===== config.mk =====
export PLATFORM = sky130hd
export DESIGN_NAME = multicycle_control
export DESIGN_NICKNAME = d
export VERILOG_FILES = /design/src/rtl/multicycle_control.sv
export SDC_FILE = /design/constraint.sdc
export NUM_CORES = 1
export LEC_CHECK = 0
export ABC_AREA = 1
export BUFFER_PORTS_ARGS = -buffer_cell sky130_fd_sc_hd__buf_4
export CORE_AREA = 2 2 83 85
export DETAILED_ROUTE_END_ITERATION = 8
export DIE_AREA = 0 0 85 87
export PLACE_DENSITY_LB_ADDON = 0.3
export SETUP_SLACK_MARGIN = 0.4
export SLEW_MARGIN = 20
export SYNTH_ARGS = -nofsm -noshare
export SYNTH_HDL_FRONTEND = slang
export SYNTH_SLANG_ARGS = --single-unit

===== constraint.sdc =====
create_clock -name clk -period 1.97 [get_ports clk]
set_clock_uncertainty 0.15 [all_clocks]
set_input_delay 0.197 -clock clk [delete_from_list [all_inputs] [get_ports clk]]
set_output_delay 0.197 -clock clk [all_outputs]
set_load 0.02 [all_outputs]

===== src/rtl/multicycle_control.sv =====
// Multi-cycle RV32I control FSM: FETCH/DECODE/EXEC/MEM/WB with ready-based memory waits, bus timeout and instret.
// Optional macro CTRL_TRAP_EN adds a sticky TRAP state and a trap output for SYSTEM/unknown opcodes.
module multicycle_control #(
    parameter int MEM_TIMEOUT = 255,
    parameter int CNT_W       = 32
) (
    input  logic             clk,
    input  logic             rst,
    input  logic [6:0]       opcode,
    input  logic             branch_taken,
    input  logic             imem_ready,
    input  logic             dmem_ready,
    output logic             imem_req,
    output logic             dmem_req,
    output logic             mem_write,
    output logic             ir_write,
    output logic             pc_write,
    output logic [1:0]       pc_src,
    output logic             reg_write,
    output logic [1:0]       wb_sel,
    output logic             alu_src_a,
    output logic             alu_src_b,
    output logic [1:0]       alu_op,
    output logic             busy,
    output logic             mem_err,
    output logic [CNT_W-1:0] instret,
`ifdef CTRL_TRAP_EN
    output logic             trap,
`endif
    output logic [2:0]       dbg_state
);

    localparam int WAIT_W = $clog2(MEM_TIMEOUT + 1);

    localparam logic [6:0] OP_R      = 7'b0110011;
    localparam logic [6:0] OP_I      = 7'b0010011;
    localparam logic [6:0] OP_LOAD   = 7'b0000011;
    localparam logic [6:0] OP_STORE  = 7'b0100011;
    localparam logic [6:0] OP_BRANCH = 7'b1100011;
    localparam logic [6:0] OP_JAL    = 7'b1101111;
    localparam logic [6:0] OP_JALR   = 7'b1100111;
    localparam logic [6:0] OP_LUI    = 7'b0110111;
    localparam logic [6:0] OP_AUIPC  = 7'b0010111;

    typedef enum logic [2:0] {
        S_IDLE, S_FETCH, S_DECODE, S_EXEC, S_MEM, S_WB, S_TRAP
    } state_t;

    state_t             state_q, state_d;
    logic [WAIT_W-1:0]  wait_q, wait_d;
    logic [CNT_W-1:0]   instret_q, instret_d;
    logic               retire;
    logic               timed_out;

    assign timed_out = (wait_q == WAIT_W'(MEM_TIMEOUT));

    always_comb begin
        state_d   = state_q;
        wait_d    = wait_q;
        retire    = 1'b0;
        imem_req  = 1'b0;
        dmem_req  = 1'b0;
        mem_write = 1'b0;
        ir_write  = 1'b0;
        pc_write  = 1'b0;
        pc_src    = 2'b00;
        reg_write = 1'b0;
        wb_sel    = 2'b00;
        alu_src_a = 1'b0;
        alu_src_b = 1'b0;
        alu_op    = 2'b00;
        mem_err   = 1'b0;
        busy      = (state_q != S_IDLE);

        case (state_q)
            S_IDLE: state_d = S_FETCH;
            S_FETCH: begin
                imem_req = 1'b1;
                // Ready is checked before the timeout so a last-moment response is accepted.
                if (imem_ready) begin
                    ir_write = 1'b1;
                    pc_write = 1'b1;
                    wait_d   = '0;
                    state_d  = S_DECODE;
                end else if (timed_out) begin
                    mem_err = 1'b1;
                    wait_d  = '0;
                end else begin
                    wait_d = wait_q + 1'b1;
                end
            end
            S_DECODE: state_d = S_EXEC;
            S_EXEC: begin
                state_d = S_FETCH;
                retire  = 1'b1;
                case (opcode)
                    OP_R: begin
                        alu_op  = 2'b10;
                        state_d = S_WB;
                        retire  = 1'b0;
                    end
                    OP_I: begin
                        alu_op    = 2'b10;
                        alu_src_b = 1'b1;
                        state_d   = S_WB;
                        retire    = 1'b0;
                    end
                    OP_LOAD, OP_STORE: begin
                        alu_src_b = 1'b1;
                        state_d   = S_MEM;
                        retire    = 1'b0;
                    end
                    OP_BRANCH: begin
                        alu_op   = 2'b01;
                        pc_write = branch_taken;
                        pc_src   = branch_taken ? 2'b01 : 2'b00;
                    end
                    OP_JAL: begin
                        pc_write  = 1'b1;
                        pc_src    = 2'b01;
                        reg_write = 1'b1;
                        wb_sel    = 2'b10;
                    end
                    OP_JALR: begin
                        pc_write  = 1'b1;
                        pc_src    = 2'b10;
                        reg_write = 1'b1;
                        wb_sel    = 2'b10;
                    end
                    OP_LUI: begin
                        reg_write = 1'b1;
                        wb_sel    = 2'b11;
                    end
                    OP_AUIPC: begin
                        alu_src_a = 1'b1;
                        alu_src_b = 1'b1;
                        state_d   = S_WB;
                        retire    = 1'b0;
                    end
                    default: begin
`ifdef CTRL_TRAP_EN
                        state_d = S_TRAP;
                        retire  = 1'b0;
`endif
                    end
                endcase
            end
            S_MEM: begin
                dmem_req  = 1'b1;
                mem_write = (opcode == OP_STORE);
                if (dmem_ready) begin
                    wait_d = '0;
                    if (opcode == OP_STORE) begin
                        state_d = S_FETCH;
                        retire  = 1'b1;
                    end else begin
                        state_d = S_WB;
                    end
                end else if (timed_out) begin
                    // Abort: drop the access and refetch without retiring.
                    mem_err = 1'b1;
                    wait_d  = '0;
                    state_d = S_FETCH;
                end else begin
                    wait_d = wait_q + 1'b1;
                end
            end
            S_WB: begin
                reg_write = 1'b1;
                wb_sel    = (opcode == OP_LOAD) ? 2'b01 : 2'b00;
                state_d   = S_FETCH;
                retire    = 1'b1;
            end
            S_TRAP: state_d = S_TRAP;
            default: state_d = S_IDLE;
        endcase

        instret_d = retire ? instret_q + 1'b1 : instret_q;
    end

    always_ff @(posedge clk or posedge rst) begin
        if (rst) begin
            state_q   <= S_IDLE;
            wait_q    <= '0;
            instret_q <= '0;
        end else begin
            state_q   <= state_d;
            wait_q    <= wait_d;
            instret_q <= instret_d;
        end
    end

    assign instret   = instret_q;
    assign dbg_state = state_q;
`ifdef CTRL_TRAP_EN
    assign trap = (state_q == S_TRAP);
`endif

endmodule

Yosys cells after proc, flatten, opt, wreduce, memory -nomap -nowiden
Cells that the tools add are included.

Reduce and logical (&&, ||, !) cells: 12. $add $sub $neg: 2. Multiplexer cells: 39. Equal/unequal tests: 18.

Operators by type and width (number): adder 32 x 1 -> 32 bit (second input constant) (1); two-way mux 8 bit (3); == test 7 x 6 -> 1 bit (second input constant) (3); == test 7 bit (second input constant) (3); two-way mux 1 bit (18); case mux 3 bit (6 select lines) (1); case mux 8 bit (2 select lines) (1); == test 7 x 5 -> 1 bit (second input constant) (2); two-way mux 3 bit (4); case mux 2 bit (2 select lines) (3); == test 3 bit (second input constant) (3); adder 8 x 1 -> 8 bit (second input constant) (1); == test 8 bit (second input constant) (1); case mux 1 bit (2 select lines) (4); OR reduction 2 bit (4); == test 7 x 2 -> 1 bit (second input constant) (1); == test 3 x 2 -> 1 bit (second input constant) (2); case mux 2 bit (3 select lines) (1); case mux 3 bit (2 select lines) (1); OR reduction 3 bit (2); OR reduction 5 bit (1); two-way mux 2 bit (2); OR reduction 4 bit (1); == test 3 x 1 -> 1 bit (second input constant) (1); other kinds (7) (7).

Input port bits: 12. Register bits: 43. Output and inout port bits: 51. Word-level logic and storage cells: 74.

Depth between registers and ports, before layout
Word-level depth: 4. Gate-level depth with buffers: 10. Mapped depth without buffers: 10.

Least setup slack after synthesis
Ideal clock, no wire load.

Path type: reg2out. From: register state_q[1], in the netlist dbg_state[1]. To: output wb_sel[0]. Buffers on the path: 0. Data arrival time: 1.497 ns. Stages on the path, launching flop included: 4. Required time: 1.623 ns. Slack: 0.126 ns. Cells stage by stage: dfrtp_1 > inv_1 > nand3_1 > o31ai_1.

Longest elaborated chain between the ends: 2. Elaborated cells between the ends (all ways): 3. Classes of those cells: 2 x eq/ne; 1 x mux.

RTL lines: start, declared (RTL line 49) `state_t state_q, state_d;`; start signal, assigned (RTL line 187) `state_q <= state_d;`; == test 3 bit / == test 3 x 2 -> 1 bit (equally long branches) (RTL line 75) `case (state_q)`; case mux 2 bit (2 select lines) (*) (RTL line 75); end, declared (RTL line 20) `output logic [1:0] wb_sel,`.

Mark *: on every way between the ends. The rest lies on a longest branch, timed or not.

Worst setup path after layout
From: register state_q[0], in the netlist dbg_state[0]. To: output reg_write.

Longest elaborated chain between the ends: 2. Elaborated cells between the ends (all ways): 3. Classes of those cells: 2 x eq/ne; 1 x mux.

RTL lines: == test 3 bit / == test 3 x 2 -> 1 bit (equally long branches) (RTL line 75); case mux 1 bit (2 select lines) (*) (RTL line 75); end, declared (RTL line 19) `output logic reg_write,`.

Marked as above.

==> reports/results.ini <==
[logic_synthesis]
synth_top_family_by_area = simple AND/OR/NAND/NOR gates
yosysTopAreaCellShare = 0.343
yosysSeqAreaShare = 0.343
ys_types = 28
synthMuxAreaShare = 0
synthAdderAreaFrac = 0.00798
dominantRegCellSynth = dfrtp_1
synth_seq_cells = 43
syn_area_per_cell_sq_um = 6.43
synth_compound_area_frac = 0.0307
syn_area_sq_um = 3140
synth_area_leaders = dfrtp_1 (34%), nand2_1 (23%), nor2_1 (7.9%)
synth_edf_count = 0
synth_xor_area_frac = 0.0447
ys.warnings.count = 0
synthesis.nets = 502
synthCells = 488
synth_top_area_cell = dfrtp_1
ys_async_sr_fraction = 1.00
synthSimpleGateAreaFrac = 0.492

[cells_and_area]
layout.nets = 583
final_common_cell = nand2_1
fin_util = 0.642
fillers = 598
area_growth_pct = 34.5
antennaDiodeCount = 0
layout_common_cells = nand2_1 (164), buf_4 (77), nor2_1 (56), inv_1 (40), nand4_1 (36)
drive_gt1_frac = 0.326

[flow_run]
maxCapViolations = 0

[floorplan]
coreArea_sq_um = 6570
io_pins = 63
die_y_microns = 87
rows = 30
start_util = 0.478
dieWidth_microns = 85
die_area_sq_um = 7400

[critical_path]
start_kind = flip-flop
rrSetupSlack_ns = 0.12
crit_buf_inv = 2
rr_worst_depth = 7
arrival_ns = 1.58
path_delay_family = simple AND/OR/NAND/NOR gates
crit_top_cell = nor2_4
path_class = reg2out
path_max_fanout = 4
crit_chain = inv_4 > nor2_4 > nand2_4 > nor2_4 > nand4_1 > nand3_1 > buf_6
cp_slowest_cell = dfrtp_2
r2r_start = dbg_state[1]
rr_endpoint = instret[21]
critical_path.endpoint_type = output port
worstPathRequired_ns = 1.62
max_stage_delay_ns = 0.42

[hold_path]
holdPathStages = 3
hp-class = in2reg
hp-start = imem_ready
worstHoldEndpoint = dbg_state[0]

[clock_network]
insertion_delay_ns = 0.31
cts.reportedPaths.clkPinSlew_ns = 0.07
cts_buffers = 5
ctsRootBufferMaster = clkbuf_8
cts.sinks = 43
tritoncts = built
cts_max_level = 2
clock_path_buffers = 2

[global_route]
grt_start_max_net_pins = 44
track_usage = 0.244
antenna_found_initial = 0
overflow = 0
grt_pass1_wl_microns = 14700
grt_pass1_vias = 3250

[place]
routabilityCongestion = 0.954
portBuffers = 62
dp_hpwl_microns = 6220

[sta]
drv_slew = 0
fin_tns_setup_ns = 0
relSlewSlack = 0.626
timing.hold.ws_ns = 0.0514
fin_crit_sh = 0.978
setup_viol = 0
hold_violations = 0
rsz0062_at_grt = yes
tightest_slew_ns = 0.562
min_period_ns = 1.93
max_clock_freq_ghz = 0.519

[power]
p_leak_nw = 2.03
ir_worst_vdd_mv = 0.720
power.density_nw_per_um2 = 759
power_mw = 3.20

[drt]
drt-total-wl_microns = 8830
vias = 3498
avgViaCountPerCell = 5.38
drc = 0
drt_first_pass_iters = 5
drt_iter0_markers = 223
antenna_left = 0
post_drt_wl_per_cell_microns = 13.6

[run_status]
status = complete, no violations

[worst max path at each step]
stage / end / cells past startpoint / start
2_1_floorplan: pc_src[1] / 6 / dbg_state[0]
3_5_place_dp: wait_q[3] / 6 / wait_q[0]
3_3_place_gp: mem_err / 6 / wait_q[0]
4_1_cts: reg_write / 7 / dbg_state[0]
5_1_grt: mem_err / 7 / dbg_state[0]
6_report: reg_write / 7 / dbg_state[0]
[worst reg2reg max path: cells and delay by family, from the launching register on]
| family | cells | cell delay (ns) |
|---|---|---|
| AND/OR/NAND/NOR | 5 | 0.94 |
| flip-flops | 1 | 0.43 |
| buffers and inverters | 2 | 0.23 |
[report_power, final]
group          switching, mW  leakage (nW)  internal, mW
registers              0.122         0.569         0.988
clock network          0.328        0.0474         0.286
logic                  0.945          1.41         0.536
[per-layer routing]
layer	part of all wire	track usage	vias up
li1	-	-	1722
met1	0.42	0.285	1677
met2	0.51	0.457	92
met3	0.052	0.0427	7
met4	0.011	0.0722	0
met5	0	0	-
[per-stage QoR]
stage / area, sq um / cells / setup WS, ns
3_3_place_gp: 3750 / 624 / 0.232
5_1_grt: 4220 / 650 / -0.0643
6_report: 4220 / 650 / 0.0425
4_1_cts: 4030 / 645 / 0.0196
3_5_place_dp: 3750 / 624 / 0.158
2_1_floorplan: 3210 / 488 / 0.344
[cell families (layout without fill, tap and decap cells)]
| group | count (synthesis) | count (layout) |
|---|---|---|
| fa+ha+maj | 2 | 2 |
| compound gates | 16 | 16 |
| xor+xnor | 16 | 16 |
| simple gates | 352 | 352 |
| buf+inv | 59 | 141 |
| flops | 43 | 43 |
[timing repair]
action	4_1_cts	5_1_grt
buffers inserted	12	5
endpoints found under the setup margin	57	58
pin swaps	14	21
gates cloned	0	0
hold buffers	1	0
resized for setup	21	56
endpoints found under the hold margin	43	0
[synthesized netlist by cell type (3+ instances only)]
master   number
buf_2         9
nand4_1      36
buf_6         3
inv_2         4
nand2_1     196
nor2_1       66
xnor2_1       5
nand2_2       5
dfrtp_1      43
a21oi_1       6
nor2_2        4
nor3_1        7
xor2_1       11
o21ai_0       3
inv_1        43
nand3_1      29
[cell type report]
class	count	area (sq um)	share of cell area
Clock buffer	6	82.6	0.0196
Clock inverter	2	16.3	0.00385
Inverter	47	189	0.0448
Multi-Input combinational cell	386	2050	0.486
Sequential cell	43	1090	0.259
Tap cell	80	100	0.0237
Timing Repair Buffer	86	687	0.163
[sequential cells by signal, summed over array words and instances (netlist names)]
signal	count
instret	32
wait_q	8
dbg_state	3
Note: power is estimated with default switching activity, not from simulation.
